## config.mk

```make
export PLATFORM = sky130hd
export DESIGN_NAME = tvbg_start_conditioner
export DESIGN_NICKNAME = d
export VERILOG_FILES = /design/src/rtl/tvbg_pkg.sv /design/src/rtl/tvbg_sync2.sv /design/src/rtl/tvbg_start_conditioner.sv
export SDC_FILE = /design/constraint.sdc
export NUM_CORES = 1
export LEC_CHECK = 0
export ABC_AREA = 1
export CORE_ASPECT_RATIO = 0.75
export CORE_MARGIN = 2
export CORE_UTILIZATION = 45
export DETAILED_ROUTE_END_ITERATION = 10
export GPL_ROUTABILITY_DRIVEN = 1
export GPL_TIMING_DRIVEN = 0
export HOLD_SLACK_MARGIN = 0.08
export PLACE_DENSITY_LB_ADDON = 0.3
export SLEW_MARGIN = 5
export SYNTH_ARGS = -nofsm -noshare
export SYNTH_HDL_FRONTEND = slang
export SYNTH_SLANG_ARGS = --single-unit
```

## constraint.sdc

```tcl
create_clock -name clock_in -period 1.7 [get_ports clock_in]
set_input_delay 0.255 -clock clock_in [delete_from_list [all_inputs] [get_ports clock_in]]
set_output_delay 0.255 -clock clock_in [all_outputs]
set_load 0.05 [all_outputs]
```

## src/rtl/tvbg_pkg.sv

```systemverilog
// Shared types and timing constants for the tv_b_gone start conditioner.
// Default timing assumes the 8 MHz clock shared with the tv_b_gone sequencer.
package tvbg_pkg;

  // Debounce FSM states
  typedef enum logic [1:0] {
    IDLE       = 2'd0,
    PRESS_DB   = 2'd1,
    HELD       = 2'd2,
    RELEASE_DB = 2'd3
  } tvbg_state_t;

  localparam int CYCLES_PER_MS          = 8000;
  localparam int DEF_DEBOUNCE_CYCLES    = 10 * CYCLES_PER_MS;
  localparam int DEF_REPEAT_GAP_CYCLES  = 100 * CYCLES_PER_MS;

  // Bits needed to hold values 0 .. n-1 (at least 1 bit)
  function automatic int clog2w(input int n);
    int w;
    w = 1;
    while ((1 << w) < n) begin
      w = w + 1;
    end
    return w;
  endfunction

endpackage

```

## src/rtl/tvbg_sync2.sv

```systemverilog
// Two-flop synchroniser for an asynchronous board input.
// RESET_VAL selects the level both flops load while reset is asserted.
module tvbg_sync2 #(
  parameter logic RESET_VAL = 1'b0
) (
  input  logic clk_in,
  input  logic rst_n_in,
  input  logic d_in,
  output logic q_out
);

  logic meta_q;
  logic meta_d;
  logic sync_q;
  logic sync_d;

  assign meta_d = d_in;
  assign sync_d = meta_q;
  assign q_out  = sync_q;

  // Two-stage capture of the asynchronous input
  always_ff @(posedge clk_in or negedge rst_n_in) begin
    if (!rst_n_in) begin
      meta_q <= RESET_VAL;
      sync_q <= RESET_VAL;
    end else begin
      meta_q <= meta_d;
      sync_q <= sync_d;
    end
  end

endmodule

```

## src/rtl/tvbg_start_conditioner.sv

```systemverilog
// Push-button conditioner feeding tv_b_gone start_in: synchronise, debounce,
// emit one start pulse per validated press, and flag presses lost to busy.
// Optional build macro TVBG_START_AUTOREPEAT_EN: while the button stays held,
// restart the sequencer REPEAT_GAP_CYCLES after each busy fall.
module tvbg_start_conditioner
  import tvbg_pkg::*;
#(
  parameter int DEBOUNCE_CYCLES   = DEF_DEBOUNCE_CYCLES,
  parameter bit BUTTON_ACTIVE_LOW = 1'b1,
  parameter int REPEAT_GAP_CYCLES = DEF_REPEAT_GAP_CYCLES
) (
  input  logic clock_in,
  input  logic resetn_in,
  input  logic button_in,
  input  logic busy_in,
  output logic start_out,
  output logic pressed_out,
  output logic dropped_out
);

  localparam int            CW       = clog2w(DEBOUNCE_CYCLES);
  localparam logic [CW-1:0] CNT_LAST = CW'(DEBOUNCE_CYCLES - 1);

  if (DEBOUNCE_CYCLES < 2) begin : g_bad_debounce
    $error("DEBOUNCE_CYCLES must be at least 2");
  end
  if (REPEAT_GAP_CYCLES < 2) begin : g_bad_gap
    $error("REPEAT_GAP_CYCLES must be at least 2");
  end

  logic          button_norm_s;
  logic          s_s;
  logic          progress_s;
  logic          accept_s;
  logic          rep_start_s;
  tvbg_state_t   state_q, state_d;
  logic [CW-1:0] cnt_q, cnt_d;
  logic          armed_q, armed_d;
  logic          pressed_q, pressed_d;
  logic          start_q, start_d;
  logic          dropped_q, dropped_d;

  // Normalise so that 1 always means pressed before synchronising
  assign button_norm_s = BUTTON_ACTIVE_LOW ? ~button_in : button_in;

  tvbg_sync2 #(.RESET_VAL(1'b0)) u_sync (
    .clk_in   (clock_in),
    .rst_n_in (resetn_in),
    .d_in     (button_norm_s),
    .q_out    (s_s)
  );

  // Debounce counter, arming after reset, and the press/release FSM
  always_comb begin
    state_d   = state_q;
    cnt_d     = cnt_q;
    armed_d   = armed_q;
    pressed_d = pressed_q;
    start_d   = 1'b0;
    dropped_d = 1'b0;
    // Until a stable release has been seen, only a released level makes progress
    progress_s = armed_q ? (s_s != pressed_q) : (s_s == 1'b0);
    accept_s   = progress_s && (cnt_q == CNT_LAST);
    if (!progress_s) begin
      cnt_d = {CW{1'b0}};
    end else if (accept_s) begin
      cnt_d = {CW{1'b0}};
    end else begin
      cnt_d = cnt_q + CW'(1);
    end
    if (!armed_q) begin
      armed_d = accept_s;
      state_d = IDLE;
    end else begin
      case (state_q)
        IDLE: begin
          if (s_s) state_d = PRESS_DB;
          else     state_d = IDLE;
        end
        PRESS_DB: begin
          if (!s_s) begin
            state_d = IDLE;
          end else if (accept_s) begin
            state_d   = HELD;
            pressed_d = 1'b1;
            if (busy_in) dropped_d = 1'b1;
            else         start_d   = 1'b1;
          end else begin
            state_d = PRESS_DB;
          end
        end
        HELD: begin
          if (!s_s) state_d = RELEASE_DB;
          else      state_d = HELD;
        end
        RELEASE_DB: begin
          if (s_s) begin
            state_d = HELD;
          end else if (accept_s) begin
            state_d   = IDLE;
            pressed_d = 1'b0;
          end else begin
            state_d = RELEASE_DB;
          end
        end
        default: state_d = IDLE;
      endcase
    end
  end

`ifdef TVBG_START_AUTOREPEAT_EN
  localparam int            GW       = clog2w(REPEAT_GAP_CYCLES);
  localparam logic [GW-1:0] GAP_LAST = GW'(REPEAT_GAP_CYCLES - 1);

  logic          busy_q, busy_d;
  logic          gap_on_q, gap_on_d;
  logic [GW-1:0] gap_cnt_q, gap_cnt_d;

  // Gap timer: busy fall while held starts it, leaving HELD or busy aborts it
  always_comb begin
    busy_d      = busy_in;
    gap_on_d    = gap_on_q;
    gap_cnt_d   = gap_cnt_q;
    rep_start_s = 1'b0;
    if ((state_q != HELD) || busy_in) begin
      gap_on_d  = 1'b0;
      gap_cnt_d = {GW{1'b0}};
    end else if (busy_q) begin
      gap_on_d  = 1'b1;
      gap_cnt_d = GW'(1);
    end else if (gap_on_q && (gap_cnt_q == GAP_LAST)) begin
      rep_start_s = 1'b1;
      gap_on_d    = 1'b0;
      gap_cnt_d   = {GW{1'b0}};
    end else if (gap_on_q) begin
      gap_cnt_d = gap_cnt_q + GW'(1);
    end else begin
      gap_cnt_d = gap_cnt_q;
    end
  end

  // Gap timer state and previous busy level
  always_ff @(posedge clock_in or negedge resetn_in) begin
    if (!resetn_in) begin
      busy_q    <= 1'b0;
      gap_on_q  <= 1'b0;
      gap_cnt_q <= {GW{1'b0}};
    end else begin
      busy_q    <= busy_d;
      gap_on_q  <= gap_on_d;
      gap_cnt_q <= gap_cnt_d;
    end
  end
`else
  assign rep_start_s = 1'b0;
`endif

  // Main state and registered outputs
  always_ff @(posedge clock_in or negedge resetn_in) begin
    if (!resetn_in) begin
      state_q   <= IDLE;
      cnt_q     <= {CW{1'b0}};
      armed_q   <= 1'b0;
      pressed_q <= 1'b0;
      start_q   <= 1'b0;
      dropped_q <= 1'b0;
    end else begin
      state_q   <= state_d;
      cnt_q     <= cnt_d;
      armed_q   <= armed_d;
      pressed_q <= pressed_d;
      start_q   <= start_d | rep_start_s;
      dropped_q <= dropped_d;
    end
  end

  assign start_out   = start_q;
  assign pressed_out = pressed_q;
  assign dropped_out = dropped_q;

endmodule
```

# After elaboration in Yosys (flattened, before gate mapping)
# Index checks and enable logic that the tools add are counted.
totals:
  input_bits: 4
  output_inout_bits: 3
  wordCells: 51
  ff_bits: 25
op_classes:
  n_bitwise: 2
  eq_ne: 9
  add_sub_neg: 1
  reduce_logical: 4
  n_mux: 27
ops:
  columns: ["cell", "n"]
  rows:
  - ["two-way mux 17 bit", 2]
  - ["two-way mux 1 bit", 18]
  - ["adder 17 x 1 -> 17 bit, second input constant", 1]
  - ["== test 17 bit, second input constant", 1]
  - ["two-way mux 2 bit", 5]
  - ["case mux 2 bit (4 select lines)", 1]
  - ["!= test 2 bit, second input constant", 3]
  - ["AND reduction 6 bit", 1]
  - ["== test 2 bit, second input constant", 2]
  - ["== test 2 x 1 -> 1 bit, second input constant", 1]
  - ["logical NOT 2 bit", 1]
  - ["!= test 2 x 1 -> 1 bit, second input constant", 1]
  - ["inverter 1 bit", 2]
  - ["case mux 1 bit (2 select lines)", 1]
  - ["nonzero test 2 bit", 1]
  - ["logical AND 1 bit", 1]
  - ["!= test 1 bit", 1]

# Logic depth before layout (Yosys ltp)
# Gate-level depths: netlist of run 1.
depth:
  depth_word: 7
  depth_mapped: 9
  depth_no_buf: 9

# By module
# Synthesis of run 1 repeated with hierarchy kept, for this count alone.
unflattened:
  hier_cells: 178
  hier_area_um2: 1356.3
by_module_without_submodules:
  columns: ["module", "seq_area_each_um2", "cells_per_inst", "area_each_um2", "instances"]
  rows:
  - ["tvbg_start_conditioner", 575.6, 176, 1306.3, 1]
  - ["tvbg_sync2", 50.0, 2, 50.0, 1]

# Least setup slack after synthesis of run 1
# OpenSTA, ideal clock, no wires.
synth_path:
  path_type: "reg2reg"
  from: "register pressed_q (netlist: pressed_out)"
  to: "register cnt_q[10]"
  synth_period_minus_slack_ps: 1487
  arrival_time_ps: 1365
  setup_ps: 122
  required_ps: 1578
  path_stages_with_launch: 9
  n_path_buf: 1
  slack_ps: 213
  path_cell_list: "dfrtp_1 -> inv_1 -> nand3_2 -> nand2_4 -> nor2_4 -> nand2_2 -> buf_6 -> o211ai_1 -> nor2_1"
synth_between:
  elab_chain_cells: 5
synth_lines:
  columns: ["element", "line_no", "text"]
  rows:
  - ["start, declared", "tvbg_start_conditioner.sv:39", "logic pressed_q, pressed_d;"]
  - ["start signal, assigned", "tvbg_start_conditioner.sv:171", "pressed_q <= pressed_d;"]
  - ["!= test 1 bit *", "tvbg_start_conditioner.sv:62", "progress_s = armed_q ? (s_s != pressed_q) : (s_s == 1'b0);"]
  - ["two-way mux 1 bit *", "tvbg_start_conditioner.sv:62", null]
  - ["logical AND 1 bit", "tvbg_start_conditioner.sv:63", "accept_s = progress_s && (cnt_q == CNT_LAST);"]
  - ["two-way mux 17 bit", "tvbg_start_conditioner.sv:66", "end else if (accept_s) begin"]
  - ["two-way mux 17 bit *", "tvbg_start_conditioner.sv:64", "if (!progress_s) begin"]
  - ["via cnt_d[10]", "tvbg_start_conditioner.sv:37", "logic [CW-1:0] cnt_q, cnt_d;"]
  - ["end signal, assigned", "tvbg_start_conditioner.sv:162", "cnt_q <= {CW{1'b0}};"]
  - ["end signal, assigned", "tvbg_start_conditioner.sv:169", "cnt_q <= cnt_d;"]
  - ["end, declared", "tvbg_start_conditioner.sv:37", null]
# The timed path passes the listed nets; every way through them passes the cells marked *.
# A chain may end at the register's enable or synchronous reset.

# Worst setup path in the final report of run 1
layout_path:
  from: "register cnt_q[0]"
  to: "register cnt_q[14]"
layout_between:
  elab_chain_cells: 4
  word_cells_on_any_way: 5
  cone_classes: "add/sub (1); eq/ne (1); mux (2); reduce/logical (1)"
layout_lines:
  columns: ["element", "line_no"]
  rows:
  - ["branches (longest 2 deep; another with adder 17 x 1 -> 17 bit)", null]
  - ["two-way mux 17 bit *", "tvbg_start_conditioner.sv:66"]
  - ["two-way mux 17 bit *", "tvbg_start_conditioner.sv:64"]
  - ["via cnt_d[14]", "tvbg_start_conditioner.sv:37"]
# Mark *: on every way through the listed nets, which the timed path passes.

==> flow_summary.json, run 1 <==
{
  "grt_pass1_vias": 1173,
  "sequentialPowerShare_pct": 59.4,
  "p_total_mw": 1.02,
  "synthMuxAreaShare_pct": 0,
  "power.density_nw_per_um2": 648,
  "grt.total_usage_pct": 20.2,
  "finalSetupViolCount": 0,
  "p_comb_share_pct": 4.9,
  "dp_hpwl_microns": 2240,
  "worstPathArrival_ps": 1770,
  "synth_top_family_by_area": "simple AND/OR/NAND/NOR gates",
  "maxCapViolations": 0,
  "end_kind": "flop",
  "cts_sinks": 25,
  "drc": 0,
  "crit_type": "flop to flop",
  "power.switching_uw": 240,
  "wirelength_microns": 3000,
  "synth_area_per_cell_sq_um": 7.88,
  "fin_crit_sh_pct": 91.4,
  "grt_pass1_wl_microns": 5380,
  "switching_share_pct": 23.4,
  "nFillCells": 282,
  "clockBufferDepth": 2,
  "hold_class": "flop to flop",
  "synth.distinct_cells": 27,
  "slew_viol_final": 0,
  "die_x_microns": 68.8,
  "nets": 197,
  "hold_viol": 0,
  "cts_root_buf": "clkbuf_8",
  "setup_ws_ps": 146,
  "n_antenna_cell": 0,
  "pre_cts_slack_ps": 42.5,
  "layout-drive-gt1-share_pct": 13.1,
  "antenna_found_initial": 0,
  "synth-xor-area-share_pct": 2.47,
  "whs_ps": 356,
  "via_per_inst": 5.11,
  "fin_util_pct": 53.2,
  "grt_overflow": 0,
  "clock_skew_ps": 6.82,
  "rows": 17,
  "ant_nets": 0,
  "clock_power_share_pct": 35.7,
  "p_int_uw": 785,
  "gp_congestion": 0.888,
  "fmax_mhz": 644,
  "dieHeight_microns": 52.6,
  "critPathLaunchType": "flop",
  "relSlewSlack_pct": 25.9,
  "synth_seq_cells": 25,
  "cts_tree": "yes",
  "status": "finished clean",
  "cp.required_ps": 1910,
  "core_sq_um": 2980,
  "syn_nets": 185,
  "synth-compound-area-share_pct": 2.82,
  "syn_area_sq_um": 1420,
  "initial_core_util_pct": 47.6,
  "synth-warning-count": 0,
  "io_buffers": 6,
  "crit_path_max_fanout": 4,
  "worst_pin_slew_ps": 1110,
  "io-pin-count": 7,
  "synthSimpleGateAreaFrac_pct": 41.2,
  "drt_iter0_markers": 86,
  "area_growth_pct": 11.7,
  "fin_crit_ps": 1550,
  "p_leak_nw": 0.770,
  "clk_pin_slew_ps": 90,
  "grt_start_max_net_pins": 26,
  "peakVddDrop_mv": 0.551,
  "die-area_sq_um": 3620,
  "tns_ps": 0,
  "cts-buffers-inserted": 3,
  "firstDrtPassIters": 4,
  "ys_seq_area_share_pct": 44.1,
  "vias": 1171,
  "h-tree-depth": 1,
  "syn_inst": 180,
  "wl_per_cell_microns": 13.1,
  "clk_latency_ps": 280,
  "synth-adder-area-share_pct": 0.883
}
## stage by stage
stage                     instance area, sq um  cells
after global routing                      1580    229
after detailed placement                  1530    224
after floorplan                           1420    180
after global placement                    1530    224
final                                     1580    229
after CTS                                 1570    228
## worst max-delay path, cell delays in order, from the launching register on
cell and delay (ps):
dfrtp_1 380, ha_1 200, nand3_1 230, nor2_1 300, nand4_1 140, xor2_1 160, nor2_1 90
## timing repair
action                                  4_1_cts  5_1_grt
endpoints found under the setup margin        1        5
gates resized for setup                       1        2
hold buffers                                  0        0
setup buffers                                 0        1
cloned                                        0        0
## power by group through the flow
stage	Clock (mW)	Sequential, mW	Combinational [mW]
floorplan	0	0.620	0.0236
global placement	0	0.620	0.0475
detailed placement	0	0.621	0.0488
CTS	0.365	0.609	0.0492
global route	0.395	0.611	0.0575
finish	0.366	0.609	0.0500
## state kept, by name (all words and copies together), names as in the netlist
register       count
pressed_out        1
armed_q            1
u_sync.q_out       1
state_q            2
u_sync.meta_q      1
dropped_out        1
start_out          1
cnt_q             17
## area by class of cell
class	count	area (sq um)	area share, %
multi-input cells	126	672	42.5
plain buffers	2	18.8	1.19
clock inverters	1	5.00	0.316
clock buffers	3	41.3	2.61
well taps	38	47.5	3.00
repair buffers	7	71.3	4.51
flip-flops and latches	25	626	39.5
inverters	27	101	6.40
## worst paths after layout
kind / from / endpoint / slack, ps / depth (start not counted)
max reg2reg: cnt_q[0] / cnt_q[14] / 150 / 6
min: u_sync.meta_q / u_sync.q_out / 360 / 0
min in group asynchronous: resetn_in / cnt_q[16] / 570 / 1
max in group asynchronous: resetn_in / u_sync.meta_q / 470 / 1
max: cnt_q[0] / cnt_q[14] / 150 / 6
min reg2reg: u_sync.meta_q / u_sync.q_out / 360 / 0
## cell usage after synthesis
master    number  area, sq um
buf_6          1         11.3
nand2_2        3         18.8
nand2_1       35          131
nand3b_4       1         20.0
buf_4          1         7.51
xor2_1         4         35.0
o211ai_1       1         7.51
nand2_4        1         11.3
inv_1         25         93.8
o21ai_0        3         15.0
o21bai_1       1         7.51
nor3b_1        2         15.0
a21oi_1        2         10.0
nand3_2        3         30.0
nand3_1       12         60.1
nor2_1        29          109
nand3b_1       2         15.0
inv_2          2         7.51
dfrtp_1       25          626
nand4_1       11         68.8
nor3_1         7         35.0
nor3_2         1         10.0
nor2_4         2         22.5
or2_2          1         6.26
ha_1           1         12.5
nor3b_2        1         12.5
nor2_2         3         18.8
## layout by cell type, fill, tap and decap left out, types with 2 or more instances in the layout
master | synthesis | routed
clkdlybuf4s50_1 | 0 | 3
clkbuf_8 | 0 | 3
nor3b_1 | 2 | 2
a21oi_1 | 2 | 2
nand3_1 | 12 | 12
inv_1 | 25 | 25
nand2_1 | 35 | 35
nor2_2 | 3 | 3
dfrtp_1 | 25 | 25
nor2_4 | 2 | 2
xor2_1 | 4 | 4
nor2_1 | 29 | 29
nor3_1 | 7 | 7
nand2_2 | 3 | 3
o21ai_0 | 3 | 3
dlymetal6s2s_1 | 0 | 2
nand3b_1 | 2 | 2
nand4_1 | 11 | 11
buf_4 | 1 | 2
nand3_2 | 3 | 3
inv_2 | 2 | 2
## logic make-up after synthesis
kind of cell	Yosys count
AO/OA/AOI/OAI	7
XOR/XNOR	4
AND/OR/NAND/NOR	114
flip-flops	25
adder cells (fa/ha/maj)	1
buffers and inverters	29
## per-layer routing
layer / global-route usage [%] / up-vias / part of all wire [%]
met1: 29.6 / 537 / 53
met4: 3.92 / 0 / 0.33
met2: 30.4 / 33 / 41
li1: - / 599 / -
met3: 4.73 / 2 / 6.0
met5: 0 / - / 0
No activity file was read; power rests on OpenSTA's default activity.
==> run 2: changes to the inputs <==
- ABC_AREA: 1 -> 0
==> flow_summary.json, run 2 <==
{
  "synth-async-reset-ratio_pct": 100,
  "grt_pass1_vias": 879,
  "synth_common_cells": "25 x dfrtp_1, 17 x nor2_1, 10 x xor2_1, 8 x nand2_1, 7 x nand3_1",
  "synth-warning-count": 0,
  "fmax_mhz": 596,
  "synth_area_per_cell_sq_um": 10.3,
  "crit_type": "flop to flop",
  "fin_crit_ps": 1680,
  "vias": 941,
  "worst_pin_slew_ps": 1120,
  "seqCellArea_sq_um": 631,
  "n_antenna_cell": 0,
  "worstSetupStartpoint": "cnt_q[15]",
  "max_stage_delay_ps": 500,
  "dieHeight_microns": 48.8,
  "grt_overflow": 0,
  "grt_start_max_net_pins": 26,
  "synth.distinct_cells": 35,
  "fin_cells": 173,
  "slew_viol_final": 0,
  "cts_sinks": 25,
  "status": "finished clean",
  "synth_most_common_cell": "dfrtp_1",
  "syn_inst": 117,
  "ys_seq_area_share_pct": 51.9,
  "regMostFlops": "cnt_q",
  "p_leak_nw": 0.666,
  "final_cell_mix": "21 x dfrtp_1, 17 x nor2_1, 10 x xor2_1, 10 x buf_4",
  "p_total_uw": 939,
  "placed_cell_area_sq_um": 1320,
  "wirelength_microns": 2400,
  "final_area_sq_um": 1490,
  "cts_tree": "yes",
  "r2r_start": "cnt_q[15]",
  "area_growth_pct": 23.5,
  "firstDrtPassIters": 4,
  "cp.required_ps": 1970,
  "end_kind": "flop",
  "nets": 143,
  "rsz0062_at_grt": "true",
  "cts-buffers-inserted": 3,
  "drc": 0,
  "crit_path_max_fanout": 7,
  "grt.total_usage_pct": 16.7,
  "timing.rr.end": "pressed_out",
  "io_buffers": 6,
  "critPathLaunchType": "flop",
  "clk_pin_slew_ps": 130,
  "clockBufferDepth": 2,
  "power.density_nw_per_um2": 630,
  "ys.flop_type": "dfrtp_1",
  "drt_iter0_markers": 70,
  "critPathSlowestCell": "or4_4",
  "largest_registers": "cnt_q (17), state_q (2)",
  "dp_hpwl_microns": 1570,
  "core_sq_um": 2580,
  "relSlewSlack_pct": 25.3,
  "final_common_cell": "dfrtp_1",
  "finalSetupViolCount": 0,
  "die_x_microns": 63.8,
  "ant_nets": 0,
  "peakVddDrop_mv": 0.323,
  "multi_input_area_sq_um": 612,
  "layout-drive-gt1-share_pct": 24.1,
  "nFillCells": 222,
  "h-tree-depth": 1,
  "maxCapViolations": 0,
  "synth.area.top_cells": "dfrtp_1 52%, xor2_1 7.3%, nor2_1 5.3%",
  "synth_seq_cells": 25,
  "r2r.worst_path.cells": 4,
  "antenna_found_initial": 0,
  "grt_pass1_wl_microns": 4110,
  "syn_area_sq_um": 1210,
  "worstPathArrival_ps": 1950,
  "rows": 16,
  "initial_core_util_pct": 46.7,
  "clk_latency_ps": 320,
  "clock_skew_ps": 8.78,
  "hold_viol": 0,
  "cp_cell_sequence": "nor4b_4 > nand4_4 > or4_4 > nand3_1",
  "synth_top_area_share_pct": 51.9,
  "cts_root_buf": "clkbuf_4",
  "syn_nets": 122,
  "fin_crit_sh_pct": 98.6,
  "endpoint": "pressed_out",
  "rrSetupSlack_ps": 20,
  "io-pin-count": 7,
  "via_per_inst": 5.44,
  "synth_enable_flop_cells": 0,
  "die-area_sq_um": 3110,
  "hold_class": "flop to flop",
  "dp_cells": 159,
  "largest_reg_flops": 17,
  "gp_congestion": 0.828,
  "yosys.area.top_type": "dfrtp_1",
  "wl_per_cell_microns": 13.9
}
-- run 2: report_power, final --
part | internal [mW] | leakage, nW | switching (mW) | total (mW)
registers | 0.603 | 0.336 | 0.0101 | 0.613
clock network | 0.0918 | 0.0150 | 0.171 | 0.263
logic | 0.0282 | 0.316 | 0.0344 | 0.0626
total | 0.723 | 0.666 | 0.216 | 0.939
-- run 2: what timing repair did --
item,CTS,global route
resized for setup,13,8
hold buffers,0,0
cloned,0,0
setup buffers,7,4
setup endpoints to repair,18,13
pin swaps,5,4
-- run 2: metal layers --
metal	share of wire [%]	global-route usage (%)	vias up	wire length [microns]
met5	0	0	-	0
met3	4.2	5.08	2	101
li1	-	-	453	-
met4	0.42	2.17	0	10
met2	46	25.3	22	1100
met1	50	24.2	464	1190
-- run 2: final cells by class --
| type | count | area share [%] |
|---|---|---|
| sequential | 25 | 42.3 |
| timing repair buffer | 17 | 9.57 |
| inverter | 4 | 1.01 |
| buffer | 2 | 1.26 |
| tap | 36 | 3.02 |
| clock buffer | 4 | 1.76 |
| multi-input combinational | 85 | 41.1 |
-- run 2: how the worst min path moves through the flow --
stage / startpoint / endpoint / slack (ps) / cells past startpoint
after floorplan: resetn_in / armed_q / -40 / 0
after global placement: u_sync.meta_q / u_sync.q_out / 330 / 0
after detailed placement: u_sync.meta_q / u_sync.q_out / 340 / 0
after CTS: u_sync.meta_q / u_sync.q_out / 370 / 0
after global routing: u_sync.meta_q / u_sync.q_out / 390 / 0
final: u_sync.meta_q / u_sync.q_out / 360 / 0
-- run 2: cell families after synthesis --
family                   Yosys count  synth area share [%]
adder cells (fa/ha/maj)            1                  1.04
AO/OA/AOI/OAI                      7                  3.74
XOR/XNOR                          16                  11.6
AND/OR/NAND/NOR                   60                  28.5
flip-flops                        25                  51.9
buffers and inverters              7                  2.39
multiplexers                       1                 0.830
-- run 2: critical path, delay by kind of cell (launching register included) --
kind	cells	cell delay, ps
simple gates	4	1160
flops	1	470
-- run 2: stage by stage --
| stage | hold slack, ps | util (%) | setup WS (ps) | TNS, ps |
|---|---|---|---|---|
| after detailed placement | 336 | 51.3 | -199 | -2260 |
| after global placement | 334 | 51.3 | -126 | -1350 |
| after global routing | 389 | 57.7 | -46.9 | -99.4 |
| after floorplan | -40.6 | - | 21.1 | 0 |
| final | 362 | 57.7 | 23.5 | 0 |
| after CTS | 366 | 55.6 | 6.30 | 0 |
==> run 3: changes to the inputs <==
- CORE_MARGIN: 2 -> unset
- CTS_CLUSTER_DIAMETER: unset -> 60
==> flow_summary.json, run 3 (synthesized netlist as in run 2, its figures left out) <==
{
  "hold_viol": 0,
  "nets": 145,
  "cts_tree": "yes",
  "grt_pass1_vias": 899,
  "grt_pass1_wl_microns": 4280,
  "regMostFlops": "cnt_q",
  "core_sq_um": 2420,
  "cp.required_ps": 1950,
  "worst_pin_slew_ps": 1110,
  "grt_start_max_net_pins": 26,
  "hold_class": "flop to flop",
  "io-pin-count": 7,
  "clk_pin_slew_ps": 120,
  "largest_registers": "cnt_q (17), state_q (2)",
  "clockBufferDepth": 2,
  "maxCapViolations": 0,
  "fin_crit_ps": 1680,
  "initial_core_util_pct": 49.8,
  "cts-buffers-inserted": 3,
  "setup_ws_ps": 22.0,
  "largest_reg_flops": 17,
  "h-tree-depth": 1,
  "cts_root_buf": "clkbuf_4",
  "whs_ps": 363,
  "die_x_microns": 61.8,
  "vias": 960,
  "pre_cts_slack_ps": -191,
  "dieHeight_microns": 46.8,
  "drc": 0,
  "crit_type": "flop to flop",
  "fin_crit_sh_pct": 98.7,
  "worstPathArrival_ps": 1930,
  "dp_hpwl_microns": 1640,
  "drt_iter0_markers": 51,
  "wirelength_microns": 2520,
  "wl_per_cell_microns": 14.6,
  "io_buffers": 6,
  "peakVddDrop_mv": 0.364,
  "die-area_sq_um": 2890,
  "slew_viol_final": 0,
  "layout-drive-gt1-share_pct": 24.5,
  "firstDrtPassIters": 5,
  "final_area_sq_um": 1500,
  "rows": 15,
  "final_cell_mix": "22 x dfrtp_1, 17 x nor2_1, 15 x buf_4",
  "grt_overflow": 0,
  "n_antenna_cell": 0,
  "gp_congestion": 0.782,
  "tns_ps": 0,
  "end_kind": "flop",
  "ctsHoldBuffers": 0,
  "status": "finished clean",
  "area_growth_pct": 24.6,
  "power.density_nw_per_um2": 622,
  "clk_latency_ps": 310,
  "placed_cell_area_sq_um": 1320,
  "relSlewSlack_pct": 26.0,
  "ant_nets": 0,
  "p_leak_nw": 0.669,
  "via_per_inst": 5.55,
  "grt.total_usage_pct": 21.1,
  "finalSetupViolCount": 0,
  "cts_sinks": 25,
  "antenna_found_initial": 0,
  "critPathLaunchType": "flop",
  "crit_path_max_fanout": 5,
  "clock_skew_ps": 3.90,
  "final_common_cell": "dfrtp_1",
  "fmax_mhz": 596
}
==> run 3: changes by cell type in the layout (fill, tap and decap cells not counted), moves of 2 or more <==
cell	change
buf_6	-2
buf_4	+5
nor4_2	+2
nor4_1	-2
==> run 3: critical path: stages, from the launching register on <==
cell	delay, ps
dfrtp_1	430
ha_4	180
inv_1	50
or4_4	480
or3_1	350
a21oi_2	140
==> run 3: per-layer routing <==
metal	wire length [microns]	vias to the layer above	GRT usage, %
met1	1240	486	29.6
li1	-	455	-
met5	0	-	0
met2	1180	17	33.3
met3	85	2	4.96
met4	15	0	5.33
==> run 3: final timing paths <==
check                                    from            to  slack (ps)  cells after the start
min in group asynchronous           resetn_in     cnt_q[14]         520                      1
worst min register to register  u_sync.meta_q  u_sync.q_out         360                      0
worst max-delay path                 cnt_q[0]     cnt_q[16]          20                      5
max in group asynchronous           resetn_in      cnt_q[6]         440                      1
worst min-delay path            u_sync.meta_q  u_sync.q_out         360                      0
worst max register to register       cnt_q[0]     cnt_q[16]          20                      5
==> run 3: final cells by class <==
type                    instances  area (sq um)
multi-input cells              85           621
clock buffers                   4          26.3
plain buffers                   1          7.51
flip-flops and latches         25           629
fillers                       203           918
well taps                      34          42.5
repair buffers                 20           161
inverters                       4          15.0
==> run 3: through the flow <==
step	utilization, %	cells	total power [mW]
after floorplan	-	117	0.646
after global placement	54.6	157	0.672
after detailed placement	54.6	157	0.674
after CTS	59.6	169	0.944
after global routing	62.1	173	0.984
final	62.1	173	0.935
==> run 3: report_power, final <==
group | switching, mW | internal [mW]
clock network | 0.163 | 0.0917
logic | 0.0370 | 0.0302
registers | 0.00949 | 0.603
total | 0.210 | 0.725
==> run 3: what timing repair did <==
item,in CTS,in global routing
setup buffers,9,5
pin swaps,4,4
endpoints found under the hold margin,0,0
endpoints found under the setup margin,18,15
resized for setup,12,5
